## src/rtl/ula_result_if.sv

```systemverilog
// Handshake bundle between the ULA logic units, the result stage and its consumer.
// The slave side is the result stage; the master side drives results in and drains them out.
interface ula_result_if #(
  parameter int DATA_W = 16,
  parameter int OP_W   = 3
);
  logic              in_valid;
  logic              in_ready;
  logic [DATA_W-1:0] in_result;
  logic              in_zero;
  logic [OP_W-1:0]   in_op;
  logic              out_valid;
  logic              out_ready;
  logic [DATA_W-1:0] out_result;
  logic              out_zero;
  logic [OP_W-1:0]   out_op;

  modport slave (
    input  in_valid, in_result, in_zero, in_op, out_ready,
    output in_ready, out_valid, out_result, out_zero, out_op
  );

  modport master (
    output in_valid, in_result, in_zero, in_op, out_ready,
    input  in_ready, out_valid, out_result, out_zero, out_op
  );
endinterface

```

## src/rtl/ula_result_stage.sv

```systemverilog
// Two-entry skid-buffered output stage for ULA results with sticky status
// (zero seen, zero-flag inconsistency) and a saturating delivered-result counter.
module ula_result_stage #(
  parameter int DATA_W = 16,
  parameter int OP_W   = 3,
  parameter int CNT_W  = 8
) (
  input  logic             clk,
  input  logic             rst,
  ula_result_if.slave      bus,
  input  logic             clr_sticky,
  output logic             zero_sticky,
  output logic             flag_err,
  output logic [CNT_W-1:0] res_count
);

  typedef enum logic [1:0] {EMPTY, ONE, TWO} occ_e;

  typedef struct packed {
    logic [DATA_W-1:0] result;
    logic              zero;
    logic [OP_W-1:0]   op;
  } entry_t;

  localparam logic [CNT_W-1:0] CNT_MAX = {CNT_W{1'b1}};

  occ_e             state_q, state_d;
  entry_t           head_q, head_d;
  entry_t           skid_q, skid_d;
  logic             in_ready_q, in_ready_d;
  logic             out_valid_q, out_valid_d;
  logic             zero_sticky_q, zero_sticky_d;
  logic             flag_err_q, flag_err_d;
  logic [CNT_W-1:0] res_count_q, res_count_d;

  logic   in_fire, out_fire;
  entry_t in_entry;

  assign in_fire  = bus.in_valid & in_ready_q;
  assign out_fire = out_valid_q & bus.out_ready;
  assign in_entry = '{result: bus.in_result, zero: bus.in_zero, op: bus.in_op};

  always_comb begin
    state_d = state_q;
    head_d  = head_q;
    skid_d  = skid_q;
    case (state_q)
      EMPTY: begin
        if (in_fire) begin
          head_d  = in_entry;
          state_d = ONE;
        end
      end
      ONE: begin
        if (in_fire && out_fire) begin
          head_d = in_entry;
        end else if (in_fire) begin
          skid_d  = in_entry;
          state_d = TWO;
        end else if (out_fire) begin
          state_d = EMPTY;
        end
      end
      TWO: begin
        // in_ready is low here, so only the drain side can move.
        if (out_fire) begin
          head_d  = skid_q;
          state_d = ONE;
        end
      end
      default: state_d = EMPTY;
    endcase
    out_valid_d = (state_d != EMPTY);
    in_ready_d  = (state_d != TWO);
  end

  // A set event in the same cycle as clr_sticky wins over the clear.
  always_comb begin
    zero_sticky_d = (clr_sticky ? 1'b0 : zero_sticky_q) | (in_fire & bus.in_zero);
    flag_err_d    = (clr_sticky ? 1'b0 : flag_err_q)
                  | (in_fire & (bus.in_zero != ~|bus.in_result));
    res_count_d   = clr_sticky ? '0 : res_count_q;
    if (out_fire && res_count_d != CNT_MAX) begin
      res_count_d = res_count_d + 1'b1;
    end
  end

  always_ff @(posedge clk or posedge rst) begin
    if (rst) begin
      state_q       <= EMPTY;
      head_q        <= '0;
      skid_q        <= '0;
      in_ready_q    <= 1'b1;
      out_valid_q   <= 1'b0;
      zero_sticky_q <= 1'b0;
      flag_err_q    <= 1'b0;
      res_count_q   <= '0;
    end else begin
      state_q       <= state_d;
      head_q        <= head_d;
      skid_q        <= skid_d;
      in_ready_q    <= in_ready_d;
      out_valid_q   <= out_valid_d;
      zero_sticky_q <= zero_sticky_d;
      flag_err_q    <= flag_err_d;
      res_count_q   <= res_count_d;
    end
  end

  assign bus.in_ready   = in_ready_q;
  assign bus.out_valid  = out_valid_q;
  assign bus.out_result = head_q.result;
  assign bus.out_zero   = head_q.zero;
  assign bus.out_op     = head_q.op;
  assign zero_sticky    = zero_sticky_q;
  assign flag_err       = flag_err_q;
  assign res_count      = res_count_q;

endmodule

```

## src/flat_wrapper.sv

```systemverilog
// flat-port wrapper written by rule: the top's interface ports become plain ports
module ula_result_stage_flat 
#(
  parameter int DATA_W = 16,
  parameter int OP_W   = 3,
  parameter int CNT_W  = 8
)
  (clk, rst, clr_sticky, zero_sticky, flag_err, res_count, bus_in_valid, bus_in_result, bus_in_zero, bus_in_op, bus_out_ready, bus_in_ready, bus_out_valid, bus_out_result, bus_out_zero, bus_out_op);
  ula_result_if #(.DATA_W(DATA_W), .OP_W(OP_W)) bus_i ();
  input  logic clk;
  input  logic rst;
  input  logic clr_sticky;
  output logic zero_sticky;
  output logic flag_err;
  output logic [CNT_W-1:0] res_count;
  input wire logic [$bits(bus_i.in_valid)-1:0] bus_in_valid;
  input wire logic [$bits(bus_i.in_result)-1:0] bus_in_result;
  input wire logic [$bits(bus_i.in_zero)-1:0] bus_in_zero;
  input wire logic [$bits(bus_i.in_op)-1:0] bus_in_op;
  input wire logic [$bits(bus_i.out_ready)-1:0] bus_out_ready;
  output wire logic [$bits(bus_i.in_ready)-1:0] bus_in_ready;
  output wire logic [$bits(bus_i.out_valid)-1:0] bus_out_valid;
  output wire logic [$bits(bus_i.out_result)-1:0] bus_out_result;
  output wire logic [$bits(bus_i.out_zero)-1:0] bus_out_zero;
  output wire logic [$bits(bus_i.out_op)-1:0] bus_out_op;
  assign bus_i.in_valid = bus_in_valid;
  assign bus_i.in_result = bus_in_result;
  assign bus_i.in_zero = bus_in_zero;
  assign bus_i.in_op = bus_in_op;
  assign bus_i.out_ready = bus_out_ready;
  assign bus_in_ready = bus_i.in_ready;
  assign bus_out_valid = bus_i.out_valid;
  assign bus_out_result = bus_i.out_result;
  assign bus_out_zero = bus_i.out_zero;
  assign bus_out_op = bus_i.out_op;
  ula_result_stage #(.DATA_W(DATA_W), .OP_W(OP_W), .CNT_W(CNT_W)) u_core (.clk(clk), .rst(rst), .bus(bus_i), .clr_sticky(clr_sticky), .zero_sticky(zero_sticky), .flag_err(flag_err), .res_count(res_count));
endmodule
```

## config.mk

```make
export PLATFORM = sky130hd
export DESIGN_NAME = ula_result_stage_flat
export DESIGN_NICKNAME = d
export VERILOG_FILES = /design/src/rtl/ula_result_if.sv /design/src/rtl/ula_result_stage.sv /design/src/flat_wrapper.sv
export SDC_FILE = /design/constraint.sdc
export NUM_CORES = 1
export LEC_CHECK = 0
export CAP_MARGIN = 30
export CORE_ASPECT_RATIO = 2
export CORE_MARGIN = 10
export CORE_UTILIZATION = 35
export DETAILED_ROUTE_END_ITERATION = 6
export HOLD_SLACK_MARGIN = 0.02
export SLEW_MARGIN = 20
export SYNTH_ARGS = -nofsm -noshare
export SYNTH_HDL_FRONTEND = slang
export SYNTH_SLANG_ARGS = --single-unit
```

## constraint.sdc

```tcl
create_clock -name clk -period 2.25 [get_ports clk]
set_input_delay 0.675 -clock clk [delete_from_list [all_inputs] [get_ports clk]]
set_output_delay 0.675 -clock clk [all_outputs]
set_load 0.02 [all_outputs]
```

Word level (Yosys, flattened, before mapping)
Cells that the tools add are included.

operators by class
  bitwise gates (word level) = 7
  add/subtract/negate cells = 1
  equal/unequal tests = 8
  reductions and logical operators = 9
  multiplexer cells = 14

operators by type and width
  cell                 number
  $mux 20              3
  $pmux 20 s3          1
  $mux 8               2
  $reduce_or 16->1     1
  $mux 2               5
  $add 8x1->8 const B  1
  $ne 8x8->1 const B   1
  $ne 2x1->1 const B   3
  $pmux 2 s3           1
  $and 1x1->1          4
  $reduce_and 4->1     1
  $reduce_and 3->1     1
  $reduce_bool 3->1    1
  $eq 2x1->1 const B   1
  $eq 2x2->1 const B   1
  $logic_and 1x1->1    2
  $logic_not 2->1      1
  $mux 1               2
  $ne 2x2->1 const B   1
  $or 1x1->1           2
  $reduce_bool 2->1    1
  $logic_not 1->1      1
  $ne 1x1->1           1
  $not 1->1            1

storage, ports and cells
  output and inout bits = 32
  input bits = 25
  word-level logic and storage cells = 51
  bits in registers = 54

Depth between registers and ports, before layout
Gate-level depths: netlist (run 1).

  depth in word-level cells = 6
  gate-level depth with buffers = 7
  gate-level depth less buffers = 6

Worst setup path after synthesis (run 1)
Ideal clock, no wire load.

  path kind = input to register
  start = in clr_sticky
  end = reg u_core.res_count_q[7] (netlist: u_core.res_count[7])
  data arrival time = 2.096 ns
  library setup time = 0.128 ns
  data required time = 2.122 ns
  buffers on the path = 1
  setup slack = 0.027 ns
  stages on the path = 7
  cells stage by stage = clkbuf_1 > nor2b_1 > ha_1 > nand2_1 > o41ai_4 > nor4_1 > mux2_1

between the ends
  longest elaborated chain between the ends = 4
  elaborated cells on any way between the ends = 5
  those cells by class = add/sub: 1; eq/ne: 1; mux: 2; reduce/logical: 1

ends and longest elaborated chain
  item                                                                 RTL line                 RTL
  start, declared                                                      flat_wrapper.sv:12       input logic clr_sticky;
  $mux 8 *                                                             ula_result_stage.sv:82   res_count_d = clr_sticky ? '0 : res_count_q;
  parallel branches: the longest is 2 deep, another holds $add 8x1->8  -
  $mux 8 *                                                             ula_result_stage.sv:83   if (out_fire && res_count_d != CNT_MAX) begin
  net u_core.res_count_d[7]                                            ula_result_stage.sv:34   logic [CNT_W-1:0] res_count_q, res_count_d;
  end signal, assigned                                                 ula_result_stage.sv:106  res_count_q <= res_count_d;
  end, declared                                                        ula_result_stage.sv:34

Mark *: on every way through the listed nets, which the timed path passes.
A chain may end at the register's enable or synchronous reset.

Final worst setup path (run 1)
  start = reg u_core.in_ready_q (netlist: u_core.bus.in_ready)
  end = out bus_in_ready

RTL lines
  item                    RTL line                 RTL
  start, declared         ula_result_stage.sv:30   logic in_ready_q, in_ready_d;
  start signal, assigned  ula_result_stage.sv:102  in_ready_q <= in_ready_d;
  end, declared           flat_wrapper.sv:21       output wire logic [$bits(bus_i.in_ready)-1:0] bus_in_ready;

No word-level cell between the ends.

==> flow_summary.html, run 1 <==
<table>
<tr><th>Metric</th><th>Value</th></tr>
<tr><th colspan="2">Routing</th></tr>
<tr><td>Vias per cell</td><td>4.84</td></tr>
<tr><td>Total wire length after detailed routing</td><td>5620 um</td></tr>
<tr><td>Drt pass-1 iters</td><td>4</td></tr>
<tr><td>DRC violation count after routing</td><td>0</td></tr>
<tr><td>DR WL/cell</td><td>15.4 um</td></tr>
<tr><td>Routed via count</td><td>1768</td></tr>
<tr><td>Antenna Nets Post-Route</td><td>0</td></tr>
<tr><td>DRC marker count from the first detailed-route iteration</td><td>between 60 and 70</td></tr>
<tr><th colspan="2">Critical path</th></tr>
<tr><td>Critical path origin</td><td>u_core.bus.in_ready</td></tr>
<tr><td>Element type at the critical path start</td><td>flop</td></tr>
<tr><td>R2r worst-path depth</td><td>7</td></tr>
<tr><td>Worst-path cell with the longest stage delay</td><td>clkdlybuf4s50_1</td></tr>
<tr><td>Startpoint of the most critical register-to-register path</td><td>u_core.res_count[0]</td></tr>
<tr><td>Critical path capture point type</td><td>output port</td></tr>
<tr><td>Type of the setup path with the least slack</td><td>reg -&gt; out</td></tr>
<tr><td>Dominant delay contributor by cell family on the critical path</td><td>buffers and inverters</td></tr>
<tr><td>R2R Setup Slk</td><td>roughly 0.40 ns</td></tr>
<tr><td>CP Data Required Time</td><td>around 1.6 ns</td></tr>
<tr><td>Crit-path max FO</td><td>4</td></tr>
<tr><td>Endpoint arrival time on the critical path</td><td>1.45 ns</td></tr>
<tr><td>Critical path buffers and inverters</td><td>1</td></tr>
<tr><td>Max incr delay on CP</td><td>0.61 ns</td></tr>
<tr><td>Cell-by-cell trace of the critical path</td><td>clkdlybuf4s50_1</td></tr>
<tr><td>Endpoint of the most critical register-to-register path</td><td>u_core.res_count[5]</td></tr>
<tr><th colspan="2">STA</th></tr>
<tr><td>Achievable frequency</td><td>0.470 GHz</td></tr>
<tr><td>Setup repair after global routing missed its margin</td><td>no</td></tr>
<tr><td>Rel. slew slack</td><td>71.6%</td></tr>
<tr><td>Smallest hold slack</td><td>0.504 ns</td></tr>
<tr><td>Setup WS post-layout</td><td>0.124 ns</td></tr>
<tr><td>Number of max-slew violations in the final report</td><td>0</td></tr>
<tr><td>Post-route minimum period</td><td>2.13 ns</td></tr>
<tr><td>Worst-margin pin slew</td><td>0.427 ns</td></tr>
<tr><td>Hold Fails Final Rpt</td><td>0</td></tr>
<tr><td>Final-report setup violation count</td><td>0</td></tr>
<tr><td>Final period utilization</td><td>94.5%</td></tr>
<tr><td>Final Skew</td><td>roughly 0.0039 ns</td></tr>
<tr><th colspan="2">Hold path</th></tr>
<tr><td>Worst Min Path Start</td><td>u_core.skid_q[19]</td></tr>
<tr><td>Worst hold-check path type</td><td>reg -&gt; reg</td></tr>
<tr><td>Endpoint with the worst hold slack</td><td>u_core.skid_q[19]</td></tr>
<tr><td>Hold-critical path depth</td><td>1</td></tr>
<tr><th colspan="2">Outcome</th></tr>
<tr><td>Result of the run</td><td>complete, no violations</td></tr>
<tr><th colspan="2">Synthesis</th></tr>
<tr><td>Post-Syn Nets</td><td>231</td></tr>
<tr><td>Total number of yosys warnings</td><td>0</td></tr>
<tr><td>Post-Syn Area per Cell</td><td>11.7 um^2</td></tr>
<tr><td>Distinct cell type count of the synthesized netlist</td><td>32</td></tr>
<tr><td>Cell area after technology mapping</td><td>2390 um^2</td></tr>
<tr><td>Number of standard cells after synthesis</td><td>205</td></tr>
<tr><td>Top post-synthesis cells by area</td><td>dfrtp_1, mux2_2, mux2i_1</td></tr>
<tr><td>Sequential cell area fraction in the yosys report</td><td>between 50% and 60%</td></tr>
<tr><td>Area leader, netlist</td><td>dfrtp_1</td></tr>
<tr><td>Register bit count reported by yosys</td><td>54</td></tr>
<tr><td>Share of the synthesized area in the top cell type</td><td>roughly 56%</td></tr>
<tr><th colspan="2">Placed design</th></tr>
<tr><td>Detailed-placement wirelength estimate</td><td>4240 um</td></tr>
<tr><td>Port buffer count</td><td>56</td></tr>
<tr><td>Setup Slack @ Placement</td><td>-0.350 ns</td></tr>
<tr><td>Final Wtd Congestion</td><td>0.721</td></tr>
<tr><td>Post-Place Cell Area</td><td>3200 um^2</td></tr>
<tr><th colspan="2">Final layout</th></tr>
<tr><td>Fraction of final layout cells with drive strength greater than 1</td><td>19.1%</td></tr>
<tr><td>Diode insertion count for antenna repair</td><td>0</td></tr>
<tr><td>Final standard cell utilization of the core</td><td>about half</td></tr>
<tr><td>Design Area, Final</td><td>3350 um^2</td></tr>
<tr><td>Number of nets in the finished design</td><td>approximately 300</td></tr>
<tr><td>Syn-to-layout area delta</td><td>40.4%</td></tr>
<tr><th colspan="2">Clock network</th></tr>
<tr><td>CTS clock-pin slew for the worst setup and hold paths</td><td>about 0.070 ns</td></tr>
<tr><td>CTS Hold Buffers Added</td><td>0</td></tr>
<tr><td>Buffers from clock root to sink, at most</td><td>2</td></tr>
<tr><td>Clk root buf</td><td>clkbuf_16</td></tr>
<tr><td>Clock sinks</td><td>between 50 and 60</td></tr>
<tr><td>Clock Latency Late Sink</td><td>0.29 ns</td></tr>
<tr><td>Clock tree from TritonCTS</td><td>yes</td></tr>
<tr><td>Number of clock buffers inserted by TritonCTS</td><td>5</td></tr>
<tr><td>Number of H-tree branching levels</td><td>2</td></tr>
<tr><th colspan="2">GRT</th></tr>
<tr><td>Via count of the first global-routing pass</td><td>between 1500 and 2000</td></tr>
<tr><td>GR Overflow Total</td><td>0</td></tr>
<tr><td>Antenna violations before repair</td><td>0</td></tr>
<tr><td>Overall fraction of global-route tracks in use</td><td>between 10% and 20%</td></tr>
<tr><td>Global-route wire length before repair</td><td>~9300 um</td></tr>
<tr><td>Maximum number of pins on one net before global-route repair</td><td>55</td></tr>
<tr><th colspan="2">Power</th></tr>
<tr><td>Sw Share</td><td>34.4%</td></tr>
<tr><td>Internal power summed over all cells</td><td>slightly below 0.003 W</td></tr>
<tr><td>Post-route total power</td><td>0.00439 W</td></tr>
<tr><td>Reg power frac</td><td>approximately 37%</td></tr>
<tr><td>Net load switching power</td><td>0.00151 W</td></tr>
<tr><td>Cell area power density</td><td>1310 nW/um^2</td></tr>
<tr><td>Clock share of power</td><td>17.6%</td></tr>
<tr><td>Worst IR drop on VDD</td><td>0.576 mV</td></tr>
<tr><td>Logic pwr share</td><td>45.2%</td></tr>
<tr><td>Leakage dissipation</td><td>around 1.5 nW</td></tr>
<tr><th colspan="2">Die</th></tr>
<tr><td># rows</td><td>42</td></tr>
<tr><td>Full die area</td><td>10700 um^2</td></tr>
<tr><td>Number of placed I/O pins</td><td>57</td></tr>
<tr><td>Die boundary width</td><td>about 80 um</td></tr>
<tr><td>Core area</td><td>6620 um^2</td></tr>
<tr><td>Vertical die dimension</td><td>137 um</td></tr>
<tr><td>Initial core utilization</td><td>between 30% and 40%</td></tr>
<tr><th colspan="2">Flow run</th></tr>
<tr><td>Reported max-cap violation count</td><td>0</td></tr>
</table>
## metrics by stage
step	instances	setup TNS [ns]
2_1_floorplan	205	0
3_3_place_gp	356	-1.17
3_5_place_dp	356	-1.73
4_1_cts	365	0
5_1_grt	365	0
6_report	365	0
## cells in the mapped netlist (all sizes together)
library cell / number
mux2: 23
nand4: 1
nor2b: 3
nand2: 7
buf: 6
o32ai: 1
o31ai: 1
or3: 1
or2: 1
nor3: 3
mux2i: 21
o41ai: 1
nor4: 5
clkbuf: 4
or4: 1
and3b: 1
nor2: 25
inv: 5
and2: 1
a21boi: 1
ha: 1
dfrtp: 53
xor2: 2
nand2b: 3
nand3: 4
o21ai: 2
a21oi: 24
dfstp: 1
o22ai: 2
xnor2: 1
## timing repair
action	CTS	global route
setup buffers	1	0
endpoints found under the setup margin	2	0
gates resized for setup	2	0
## cells by family (layout without fill, tap and decap cells)
group                    Yosys count  count (layout)  synth area share (%)
adder cells (fa/ha/maj)            1               1                 0.524
buffers and inverters             15              87                  2.67
multiplexers                      44              44                  19.6
XOR/XNOR                           3               3                  1.10
AND/OR/NAND/NOR                   56              56                  11.3
flip-flops                        54              54                  56.6
AO/OA/AOI/OAI                     32              32                  8.12
## placed cells by master, fill, tap and decap left out, types with 2 or more instances in the layout
master / count
nand2b_1: 3
nor3_1: 3
nor4_1: 5
dfrtp_1: 53
nor2_1: 25
xor2_1: 2
nor2b_1: 2
mux2_2: 21
a21oi_1: 24
o22ai_1: 2
buf_12: 3
buf_4: 15
clkdlybuf4s50_1: 55
inv_1: 4
mux2_1: 2
nand3_1: 3
clkbuf_16: 5
o21ai_0: 2
mux2i_1: 21
nand2_1: 7
## power by group through the flow
stage,logic (W),registers [W],clock network [W]
after floorplan,0.000904,0.00188,0
after global placement,0.00198,0.00165,0
after detailed placement,0.00201,0.00166,0
after CTS,0.00203,0.00164,0.000811
after global routing,0.00216,0.00169,0.000843
final,0.00199,0.00163,0.000774
## state kept, by name (all words and copies together) (netlist names)
register / count
u_core.bus.in_ready: 1
u_core.state_q: 2
u_core.flag_err: 1
u_core.bus.out_valid: 1
u_core.zero_sticky: 1
u_core.skid_q: 20
u_core.bus.out_result: 16
u_core.bus.out_zero: 1
u_core.res_count: 8
u_core.bus.out_op: 3
## area by class of cell
cell class                 instances  area [um^2]
fill                             658         3270
clock inverter                     1         5.00
timing repair buffer              74          732
tap                               88          110
inverter                           5         18.8
multi-input combinational        136          993
clock buffer                       7          143
sequential                        54         1350
## layer usage
metal  wire length [um]  GRT usage [%]  up-vias
met2               3040           19.9       35
met4                133           5.71        0
met3                204           2.89        6
li1                   -              -      865
met1               2240           11.2      862
met5                  0              0        -
## worst max-delay path by stage
stage / to / cells after the start / slack (ns)
floorplan: u_core.res_count[7] / 7 / 0.03
global placement: u_core.res_count[7] / 7 / -0.26
detailed placement: u_core.res_count[7] / 7 / -0.35
CTS: bus_in_ready / 1 / 0.10
global route: u_core.res_count[4] / 7 / 0.03
finish: bus_in_ready / 1 / 0.12
(Power assumes the default switching activity.)
==> run 2, diff against run 1 <==
--- a/config.mk
+++ b/config.mk
@@ -9,7 +9,9 @@
 export CORE_ASPECT_RATIO = 2
 export CORE_MARGIN = 10
 export CORE_UTILIZATION = 35
+export CTS_CLUSTER_SIZE = 14
 export DETAILED_ROUTE_END_ITERATION = 6
+export DONT_BUFFER_PORTS = 1
 export HOLD_SLACK_MARGIN = 0.02
 export SLEW_MARGIN = 20
 export SYNTH_ARGS = -nofsm -noshare
==> run 2 against run 1 <==
Utilization down 10 points; total power down 13%; clock skew up 0.0015 ns; worst setup slack better by 0.18 ns; critical path depth up 6; count of clock-buffer cells in the layout up 1.
==> flow_summary.html, run 2 (synthesis gave the netlist of run 1 again) <==
<table>
<tr><th>Metric</th><th>Value</th></tr>
<tr><th colspan="2">STA</th></tr>
<tr><td>Final period utilization</td><td>86.7% (-7.8 points)</td></tr>
<tr><td>Achievable frequency</td><td>0.513 GHz (+9.0%)</td></tr>
<tr><td>Final Skew</td><td>0.00545 ns (+0.00152 ns)</td></tr>
<tr><td>Worst-margin pin slew</td><td>0.408 ns (-0.0182 ns)</td></tr>
<tr><td>Final-report setup violation count</td><td>0 (unchanged)</td></tr>
<tr><td>Post-route minimum period</td><td>1.95 ns (-0.175 ns)</td></tr>
<tr><td>Setup repair after global routing missed its margin</td><td>no</td></tr>
<tr><td>Rel. slew slack</td><td>72.5% (+0.96 points)</td></tr>
<tr><td>Final sum of negative setup slack</td><td>0 ns (unchanged)</td></tr>
<tr><td>Hold Fails Final Rpt</td><td>0 (unchanged)</td></tr>
<tr><td>Number of max-slew violations in the final report</td><td>0 (unchanged)</td></tr>
<tr><td>Setup WS post-layout</td><td>0.300 ns (+0.175 ns)</td></tr>
<tr><th colspan="2">Routing</th></tr>
<tr><td>Total wire length after detailed routing</td><td>5270 um (-6.2%)</td></tr>
<tr><td>Routed via count</td><td>1513 (-14%)</td></tr>
<tr><td>DRC violation count after routing</td><td>0 (unchanged)</td></tr>
<tr><td>Drt pass-1 iters</td><td>4 (unchanged)</td></tr>
<tr><td>DRC marker count from the first detailed-route iteration</td><td>83 (+28%)</td></tr>
<tr><td>Vias per cell</td><td>5.09 (+5.2%)</td></tr>
<tr><td>Antenna Nets Post-Route</td><td>0 (unchanged)</td></tr>
<tr><td>DR WL/cell</td><td>17.8 um (+15%)</td></tr>
<tr><th colspan="2">Final layout</th></tr>
<tr><td>Max FFs per register</td><td>20 (unchanged)</td></tr>
<tr><td>Commonest non-fill, non-tap cells in the layout</td><td>dfrtp_1, nor2_1, a21oi_1</td></tr>
<tr><td>Fill cell count</td><td>680 (+3.3%)</td></tr>
<tr><td>Area taken by multi-input logic gates</td><td>991 um^2 (-0.25%)</td></tr>
<tr><td>Number of nets in the finished design</td><td>234 (-23%)</td></tr>
<tr><td>Fraction of final layout cells with drive strength greater than 1</td><td>18.2% (-0.95 points)</td></tr>
<tr><td>Design Area, Final</td><td>2690 um^2 (-20%)</td></tr>
<tr><td>Most flop-heavy register</td><td>u_core.skid_q</td></tr>
<tr><td>Syn-to-layout area delta</td><td>12.7%</td></tr>
<tr><td>Seq. cell area</td><td>1350 um^2 (unchanged)</td></tr>
<tr><td>Leading cell type in the layout, fill and taps excluded</td><td>dfrtp_1</td></tr>
<tr><td>Diode insertion count for antenna repair</td><td>0 (unchanged)</td></tr>
<tr><th colspan="2">GRT</th></tr>
<tr><td>Via count of the first global-routing pass</td><td>1542 (-19%)</td></tr>
<tr><td>Overall fraction of global-route tracks in use</td><td>10.3% (-0.74 points)</td></tr>
<tr><td>GR Overflow Total</td><td>0 (unchanged)</td></tr>
<tr><td>Maximum number of pins on one net before global-route repair</td><td>39 (-29%)</td></tr>
<tr><td>Antenna violations before repair</td><td>0 (unchanged)</td></tr>
<tr><td>Global-route wire length before repair</td><td>8560 um (-8.1%)</td></tr>
<tr><th colspan="2">Critical path</th></tr>
<tr><td>Worst-path cell with the longest stage delay</td><td>dfrtp_1</td></tr>
<tr><td>CP Data Required Time</td><td>2.46 ns (+0.89 ns)</td></tr>
<tr><td>Endpoint arrival time on the critical path</td><td>2.16 ns (+0.71 ns)</td></tr>
<tr><td>Max incr delay on CP</td><td>0.47 ns (-0.14 ns)</td></tr>
<tr><td>Type of the setup path with the least slack</td><td>reg -&gt; reg</td></tr>
<tr><td>Cell-by-cell trace of the critical path</td><td>nor2b_1 -&gt; ha_1 -&gt; nand2_1 -&gt; o41ai_4 -&gt; buf_4 -&gt; or4_1 -&gt; a21oi_1</td></tr>
<tr><td>Element type at the critical path start</td><td>flop</td></tr>
<tr><td>Critical path capture point type</td><td>flop</td></tr>
<tr><td>Crit-path max FO</td><td>5 (+1)</td></tr>
<tr><th colspan="2">Power</th></tr>
<tr><td>Sw Share</td><td>37.2% (+2.9 points)</td></tr>
<tr><td>Clock share of power</td><td>19.4% (+1.8 points)</td></tr>
<tr><td>Net load switching power</td><td>0.00143 W (-5.3%)</td></tr>
<tr><td>Cell area power density</td><td>1430 nW/um^2 (+9.0%)</td></tr>
<tr><td>Logic pwr share</td><td>29.7% (-16 points)</td></tr>
<tr><td>Reg power frac</td><td>50.9% (+14 points)</td></tr>
<tr><td>Internal power summed over all cells</td><td>0.00241 W (-16%)</td></tr>
<tr><td>Leakage dissipation</td><td>1.22 nW (-19%)</td></tr>
<tr><td>Worst IR drop on VDD</td><td>0.403 mV (-30%)</td></tr>
<tr><th colspan="2">Clock network</th></tr>
<tr><td>Clock tree from TritonCTS</td><td>yes</td></tr>
<tr><td>Number of H-tree branching levels</td><td>2 (unchanged)</td></tr>
<tr><td>Quantity of gates resized following cts</td><td>0 (-2)</td></tr>
<tr><td>Buffers from clock root to sink, at most</td><td>2 (unchanged)</td></tr>
<tr><td>Number of clock buffers inserted by TritonCTS</td><td>5 (unchanged)</td></tr>
<tr><td>CTS Hold Buffers Added</td><td>0 (unchanged)</td></tr>
<tr><td>Clock sinks</td><td>54 (unchanged)</td></tr>
<tr><td>Clk root buf</td><td>clkbuf_16</td></tr>
<tr><td>Clock Latency Late Sink</td><td>0.29 ns (about the same)</td></tr>
<tr><td>Postcts setup bufs</td><td>0 (-1)</td></tr>
<tr><td>CTS clock-pin slew for the worst setup and hold paths</td><td>0.06 ns (about the same)</td></tr>
<tr><th colspan="2">Placed design</th></tr>
<tr><td>Port buffer count</td><td>0 (-100%)</td></tr>
<tr><td>Setup Slack @ Placement</td><td>0.192 ns (+0.542 ns)</td></tr>
<tr><td>Final Wtd Congestion</td><td>0.702 (-2.6%)</td></tr>
<tr><td>Post-Place Cell Area</td><td>2550 um^2 (-20%)</td></tr>
<tr><td>Detailed-placement wirelength estimate</td><td>4050 um (-4.5%)</td></tr>
<tr><th colspan="2">Outcome</th></tr>
<tr><td>Result of the run</td><td>complete, no violations</td></tr>
<tr><th colspan="2">Die</th></tr>
<tr><td>Die boundary width</td><td>78.4 um (unchanged)</td></tr>
<tr><td>Vertical die dimension</td><td>137 um (unchanged)</td></tr>
<tr><td>Core area</td><td>6620 um^2 (unchanged)</td></tr>
<tr><td>Number of placed I/O pins</td><td>57 (unchanged)</td></tr>
<tr><td>Initial core utilization</td><td>36.1% (unchanged)</td></tr>
<tr><td># rows</td><td>42 (unchanged)</td></tr>
<tr><td>Full die area</td><td>10700 um^2 (unchanged)</td></tr>
<tr><th colspan="2">Hold path</th></tr>
<tr><td>Worst hold-check path type</td><td>in -&gt; async</td></tr>
<tr><th colspan="2">Flow run</th></tr>
<tr><td>Reported max-cap violation count</td><td>0 (unchanged)</td></tr>
</table>
==> run 2: cell types whose count changed in the layout (fill, tap and decap cells not counted) <==
| cell | delta |
|---|---|
| clkdlybuf4s50_1 | -55 |
| buf_4 | -12 |
| clkbuf_1 | +2 |
| clkbuf_8 | -1 |
| clkinv_2 | -1 |
| dlygate4sd2_1 | -1 |
| nor2b_1 | +1 |
| nor2b_2 | -1 |
==> run 2: critical path, delay by kind of cell (launching register included) <==
| family | cells | cell delay (ns) |
|---|---|---|
| buffers and inverters | 1 | 0.17 |
| AOI/OAI and AO/OA | 2 | 0.25 |
| and+or+nand+nor | 3 | 0.77 |
| adders and majority gates | 1 | 0.22 |
| DFF | 1 | 0.47 |
==> run 2: power groups by stage <==
stage                     clock (W)  sequential [W]  combinational (W)
final                      0.000747         0.00195            0.00114
after detailed placement          0         0.00199            0.00116
after floorplan                   0         0.00188           0.000904
after CTS                  0.000766         0.00198            0.00116
after global routing       0.000801         0.00202            0.00126
after global placement            0         0.00198            0.00112
==> run 2: area by class of cell <==
class                      instances  area share, %
sequential                        54           50.3
multi-input combinational        136           36.8
clock buffer                       8           5.07
tap                               88           4.09
timing repair buffer               6           3.07
inverter                           5          0.697
==> run 2: final timing paths <==
path	start	to	slack, ns	depth (start not counted)
worst max-delay path	u_core.res_count[1]	u_core.res_count[5]	0.30	7
worst min-delay path	rst	u_core.res_count[7]	0.25	1
worst max register to register	u_core.res_count[1]	u_core.res_count[5]	0.30	7
worst min register to register	u_core.skid_q[7]	u_core.skid_q[7]	0.51	1
max in group asynchronous	rst	u_core.bus.out_result[4]	1.48	2
min in group clk	clr_sticky	u_core.res_count[3]	0.45	1
==> run 2: routing by layer <==
| metal | up-vias | wire, um | GRT usage, % |
|---|---|---|---|
| met2 | 37 | 2770 | 17.3 |
| li1 | 726 | - | - |
| met1 | 743 | 1840 | 10.0 |
| met3 | 7 | 528 | 4.73 |
| met4 | 0 | 136 | 6.31 |
| met5 | - | 0 | 0 |
==> run 2: stage by stage <==
stage / utilization, % / total power, W / instances / hold slack (ns)
2_1_floorplan: - / 0.00278 / 205 / 0.475
3_3_place_gp: 38.6 / 0.00310 / 289 / 0.486
3_5_place_dp: 38.6 / 0.00316 / 289 / 0.492
4_1_cts: 40.6 / 0.00391 / 297 / 0.255
5_1_grt: 40.6 / 0.00409 / 297 / 0.273
6_report: 40.6 / 0.00384 / 297 / 0.245
==> RTL edit 1, RTL diff (config.mk and constraints of run 1) <==
`CNT_W` is set to 8 in 2 places; all go to 6.
--- a/src/rtl/ula_result_stage.sv
+++ b/src/rtl/ula_result_stage.sv
@@ -4,5 +4,5 @@
   parameter int DATA_W = 16,
   parameter int OP_W   = 3,
-  parameter int CNT_W  = 8
+  parameter int CNT_W  = 6
 ) (
   input  logic             clk,
--- a/src/flat_wrapper.sv
+++ b/src/flat_wrapper.sv
@@ -4,5 +4,5 @@
   parameter int DATA_W = 16,
   parameter int OP_W   = 3,
-  parameter int CNT_W  = 8
+  parameter int CNT_W  = 6
 )
   (clk, rst, clr_sticky, zero_sticky, flag_err, res_count, bus_in_valid, bus_in_result, bus_in_zero, bus_in_op, bus_out_ready, bus_in_ready, bus_out_valid, bus_out_result, bus_out_zero, bus_out_op);
Interface: changed (resized res_count); port bits go from 57 to 55. No check against the original RTL was run, so the function may have changed too.
==> RTL edit 1 against run 1 <==
  * Via count fell by 6.2%
  * Sequential cell count fell by 2
  * Total power rose by 2.0%
  * Design area fell by 2.0%
  * Largest cell class unchanged
  * Sequential share of layout area fell by 0.69 points
  * Routed wire length fell by 1.2%
  * Area after synthesis fell by 0.52%
  * Register-to-register slack improved by 220 ps
  * Count of clock-buffer cells in the layout fell by 1
  * Non-clock buffer count fell by 6
  * Setup slack got worse by 22 ps
  * Global-route usage fell by 0.14 points
==> RTL edit 1: results (changes against run 1) <==
[outcome]
status=completed  ; unchanged

[power_and_ir_drop]
p_comb_share_pct=45.0  ; was 45.2%
clk-power_mw=0.851  ; was 0.774 mW
power.switching_mw=1.51  ; about the same
seqPwrFrac_pct=36.1  ; was 37.2%
ir_worst_vdd_uv=542  ; was 576 uV
power_leakage_nw=1.54  ; was 1.50 nW

[global_route]
met2_usage_pct=19.1  ; was 19.9%
grt_max_degree=27  ; was 55
grt_pass1_wl_um=9300  ; was 9310 um
grt_pass1_vias=1843  ; was 1896

[route]
drt_iter0_markers=60  ; was 65
num_vias=1659  ; was 1768
wl_met1_um=2260  ; was 2240 um
wl_per_cell_um=16.1  ; was 15.4 um

[critical_path]
worst_ep_arrival_time_ps=2360  ; was 1450 ps
r2r-end=u_core.res_count[3]  ; was u_core.res_count[5]
reg2reg_depth=5  ; was 7
ff2ff_setup_slack_ps=620  ; was 400 ps
crit_start=clr_sticky  ; was u_core.bus.in_ready
critPathKind=input pin to register  ; was register to primary output

[synthesis]
synthTopCellsByArea=dfrtp_1 54%, mux2_4 11%, mux2i_1 8.4%, a21oi_1 4.4%, nor2_1 3.5%  ; was dfrtp_1 56%, mux2_2 9.9%, mux2i_1 8.8%, a21oi_1 5.0%, nor2_1 3.9%
seq_area_frac_synth_pct=54.8  ; was 56.6%
synthAdderAreaFrac_pct=0.527  ; was 0.524%
synthMuxAreaShare_pct=21.2  ; was 19.6%
synth_nets=218  ; was 231
ys_top_cells_by_count=51 x dfrtp_1, 22 x nor2_1, 21 x a21oi_1  ; was 53 x dfrtp_1, 25 x nor2_1, 24 x a21oi_1
yosysUniqueCellTypes=33  ; was 32

[clocking]
post_cts_resized=0  ; was 2
cts_setup_buffers=0  ; was 1

[timing]
max_clock_freq_mhz=466  ; was 470 MHz

[placed_design]
dpl.hpwl_um=4140  ; was 4240 um
place_ws_ps=-198  ; was -350 ps
place_congestion=0.725  ; was 0.721
port_buffers=54  ; was 56

[hold_path]
hold_end=u_core.skid_q[3]  ; was u_core.skid_q[19]

[finish]
fill_cells=648  ; was 658

==> RTL edit 1: area by class of cell <==
class | count | area share [%]
clock buffer | 6 | 3.92
sequential | 52 | 39.6
multi-input combinational | 124 | 30.7
inverter | 5 | 0.571
clock inverter | 2 | 1.07
tap | 88 | 3.35
timing repair buffer | 68 | 20.8
==> RTL edit 1: per-stage QoR <==
| stage | hold WS, ps | setup TNS (ps) | utilization [%] | cells | area (sq um) |
|---|---|---|---|---|---|
| after floorplan | 464 | 0 | - | 192 | 2380 |
| after global placement | 472 | -887 | 47.2 | 337 | 3120 |
| after detailed placement | 480 | -944 | 47.2 | 337 | 3120 |
| after CTS | 496 | 0 | 49.6 | 345 | 3290 |
| after global routing | 499 | 0 | 49.6 | 345 | 3290 |
| final | 491 | 0 | 49.6 | 345 | 3290 |
==> RTL edit 1: worst max-delay path, stage by stage <==
cell             delay [ps]
clkdlybuf4s50_1         520
and2b_1                 210
ha_1                    220
a31o_4                  240
or3_1                   340
a21oi_1                 150
==> RTL edit 2, RTL diff (settings of run 1) <==
Without the edit above. The 3 values of `occ_e` get a one-hot encoding in 3 bits.
--- a/src/rtl/ula_result_stage.sv
+++ b/src/rtl/ula_result_stage.sv
@@ -15,5 +15,5 @@
 );
 
-  typedef enum logic [1:0] {EMPTY, ONE, TWO} occ_e;
+  typedef enum logic [2:0] {EMPTY = 3'b001, ONE = 3'b010, TWO = 3'b100} occ_e;
 
   typedef struct packed {
Behaviour: same outputs for any inputs over 10 cycles, from zero or initial values and one cycle with rst high; not proved beyond that.
==> RTL edit 2 against run 1 <==
  * Core utilization is 1.8 points lower
  * Total power decreased by 3.4%
  * Critical path depth is 4 higher
  * Design area up 6.7%
  * Synthesized cell count decreased by 5.4%
  * Combinational power down 14%
  * Sequential cell count increased by 1
  * Setup slack worse by 73 ps
  * Hold slack got worse by 4.2 ps
  * Non-clock buffer count decreased by 3
  * Area after synthesis grew 10%
  * Count of clock-buffer cells in the layout fell by 1
  * Routed wire length grew 9.2%
  * Die area rose by 8.2%
==> RTL edit 2: results (changes against run 1) <==
[outcome]
status=completed  ; unchanged

[power_and_ir_drop]
power_leakage_nw=1.59  ; was 1.50 nW
power.switching_mw=1.27  ; was 1.51 mW
ir_worst_vdd_uv=831  ; was 576 uV

[critical_path]
cpLargestDelayFamily=simple AND/OR/NAND/NOR gates  ; was buffers and inverters
worst_ep_arrival_time_ps=2380  ; was 1450 ps
critPathMaxFanout=20  ; was 4
crit_slowest_cell=clkdlybuf4s50_1  ; unchanged
critPathMaxStageDelay_ps=510  ; was 610 ps

[synthesis]
ys_top_cells_by_count=53 x dfrtp_1, 41 x mux2_2, 20 x mux2_4  ; was 53 x dfrtp_1, 25 x nor2_1, 24 x a21oi_1
synth_nets=220  ; was 231
synthFlopType=dfrtp_1  ; unchanged
netlist.area_leader.share_pct=50.3  ; was 55.5%
yosysUniqueCellTypes=40  ; was 32
seq_area_frac_synth_pct=52.3  ; was 56.6%
synthTopCellsByArea=dfrtp_1 50%, mux2_2 18%, mux2_4 11%, dfstp_2 2.0%, buf_12 1.5%  ; was dfrtp_1 56%, mux2_2 9.9%, mux2i_1 8.8%, a21oi_1 5.0%, nor2_1 3.9%

[finish]
nets=290  ; was 302
largest-register=u_core.skid_q  ; unchanged
antennaDiodeCount=0  ; unchanged
drive_above_1_share_pct=35.1  ; was 19.1%

[placed_design]
place_ws_ps=-257  ; was -350 ps
port_buffers=56  ; unchanged
dpl.hpwl_um=4470  ; was 4240 um
place_congestion=0.760  ; was 0.721

[global_route]
grt_pass1_vias=1943  ; was 1896
grt_max_degree=56  ; was 55
track_usage_pct=11.1  ; was 11.0%
grt_pass1_wl_um=10000  ; was 9310 um
antenna_found_initial=0  ; unchanged

[route]
wl_per_cell_um=17.2  ; was 15.4 um
num_vias=1748  ; was 1768
drt_iter0_markers=77  ; was 65

[clocking]
clock_latency_ps=300
cts_root_buf=clkbuf_16  ; unchanged
htreeDepth=2  ; unchanged
cts_made_buffers=5  ; unchanged

[timing]
slew_headroom_pct=72.5  ; was 71.6%
clock_skew_ps=7.32  ; was 3.92 ps

[hold_path]
min_path_type=register to register  ; unchanged

[RTL edit 2: metal layers]
| metal | vias up | global-route usage (%) | routed length, um |
|---|---|---|---|
| li1 | 834 | - | - |
| met1 | 873 | 11.9 | 2370 |
| met2 | 32 | 19.5 | 3350 |
| met3 | 9 | 2.64 | 277 |
| met4 | 0 | 5.50 | 143 |
| met5 | - | 0 | 0 |
[RTL edit 2: final timing paths]
check | slack (ps) | start | to | cells after the start
setup / recovery | 50 | bus_in_valid | u_core.bus.out_op[2] | 5
hold / removal | 500 | u_core.skid_q[17] | u_core.skid_q[17] | 1
setup reg to reg | 390 | u_core.bus.in_ready | u_core.bus.out_op[2] | 4
hold reg to reg | 500 | u_core.skid_q[17] | u_core.skid_q[17] | 1
max in group asynchronous | 1200 | rst | u_core.bus.in_ready | 3
min in group asynchronous | 740 | rst | u_core.res_count[6] | 3
[RTL edit 2: cells by family (layout without fill, tap and decap cells)]
family	count (synthesis)	count (layout)	synth area share, %
AOI/OAI and AO/OA	17	17	4.18
xor gates and xnor gates	3	3	0.997
adders and majority gates	1	1	0.475
buffers and inverters	12	83	3.37
DFF	55	55	52.3
muxes	62	62	29.3
and+or+nand+nor	44	44	9.40
[RTL edit 2: final cells by class]
class	count	area, sq um
Fill cell	670	3740
Sequential cell	55	1380
Multi-Input combinational cell	127	1180
Timing Repair Buffer	71	713
Clock buffer	6	139
Tap cell	92	115
Clock inverter	2	35.0
Inverter	4	15.0
[RTL edit 2: metrics by stage]
stage                     cell area (sq um)  std cells  total power [mW]  setup TNS, ps
after floorplan                        2640        194              2.73              0
after global placement                 3390        348              3.36          -5650
after detailed placement               3390        348              3.38          -5830
after CTS                              3560        356              4.32              0
after global routing                   3580        357              4.49              0
final                                  3580        357              4.25              0
[RTL edit 2: repair_timing]
action	CTS	global route
endpoints found under the setup margin	0	2
gates resized for setup	0	3
buffers inserted	0	1
[RTL edit 2: worst register-to-register path, stage by stage (launching register included)]
cell,delay (ps)
dfstp_2,570
nand2_2,60
or4b_4,490
o31a_4,270
mux2_4,360
[RTL edit 2: power by group through the flow]
stage | sequential (mW) | combinational, mW | clock [mW]
finish | 1.63 | 1.71 | 0.908
global route | 1.68 | 1.84 | 0.975
CTS | 1.63 | 1.75 | 0.947
detailed placement | 1.64 | 1.74 | 0
global placement | 1.64 | 1.72 | 0
floorplan | 1.86 | 0.870 | 0
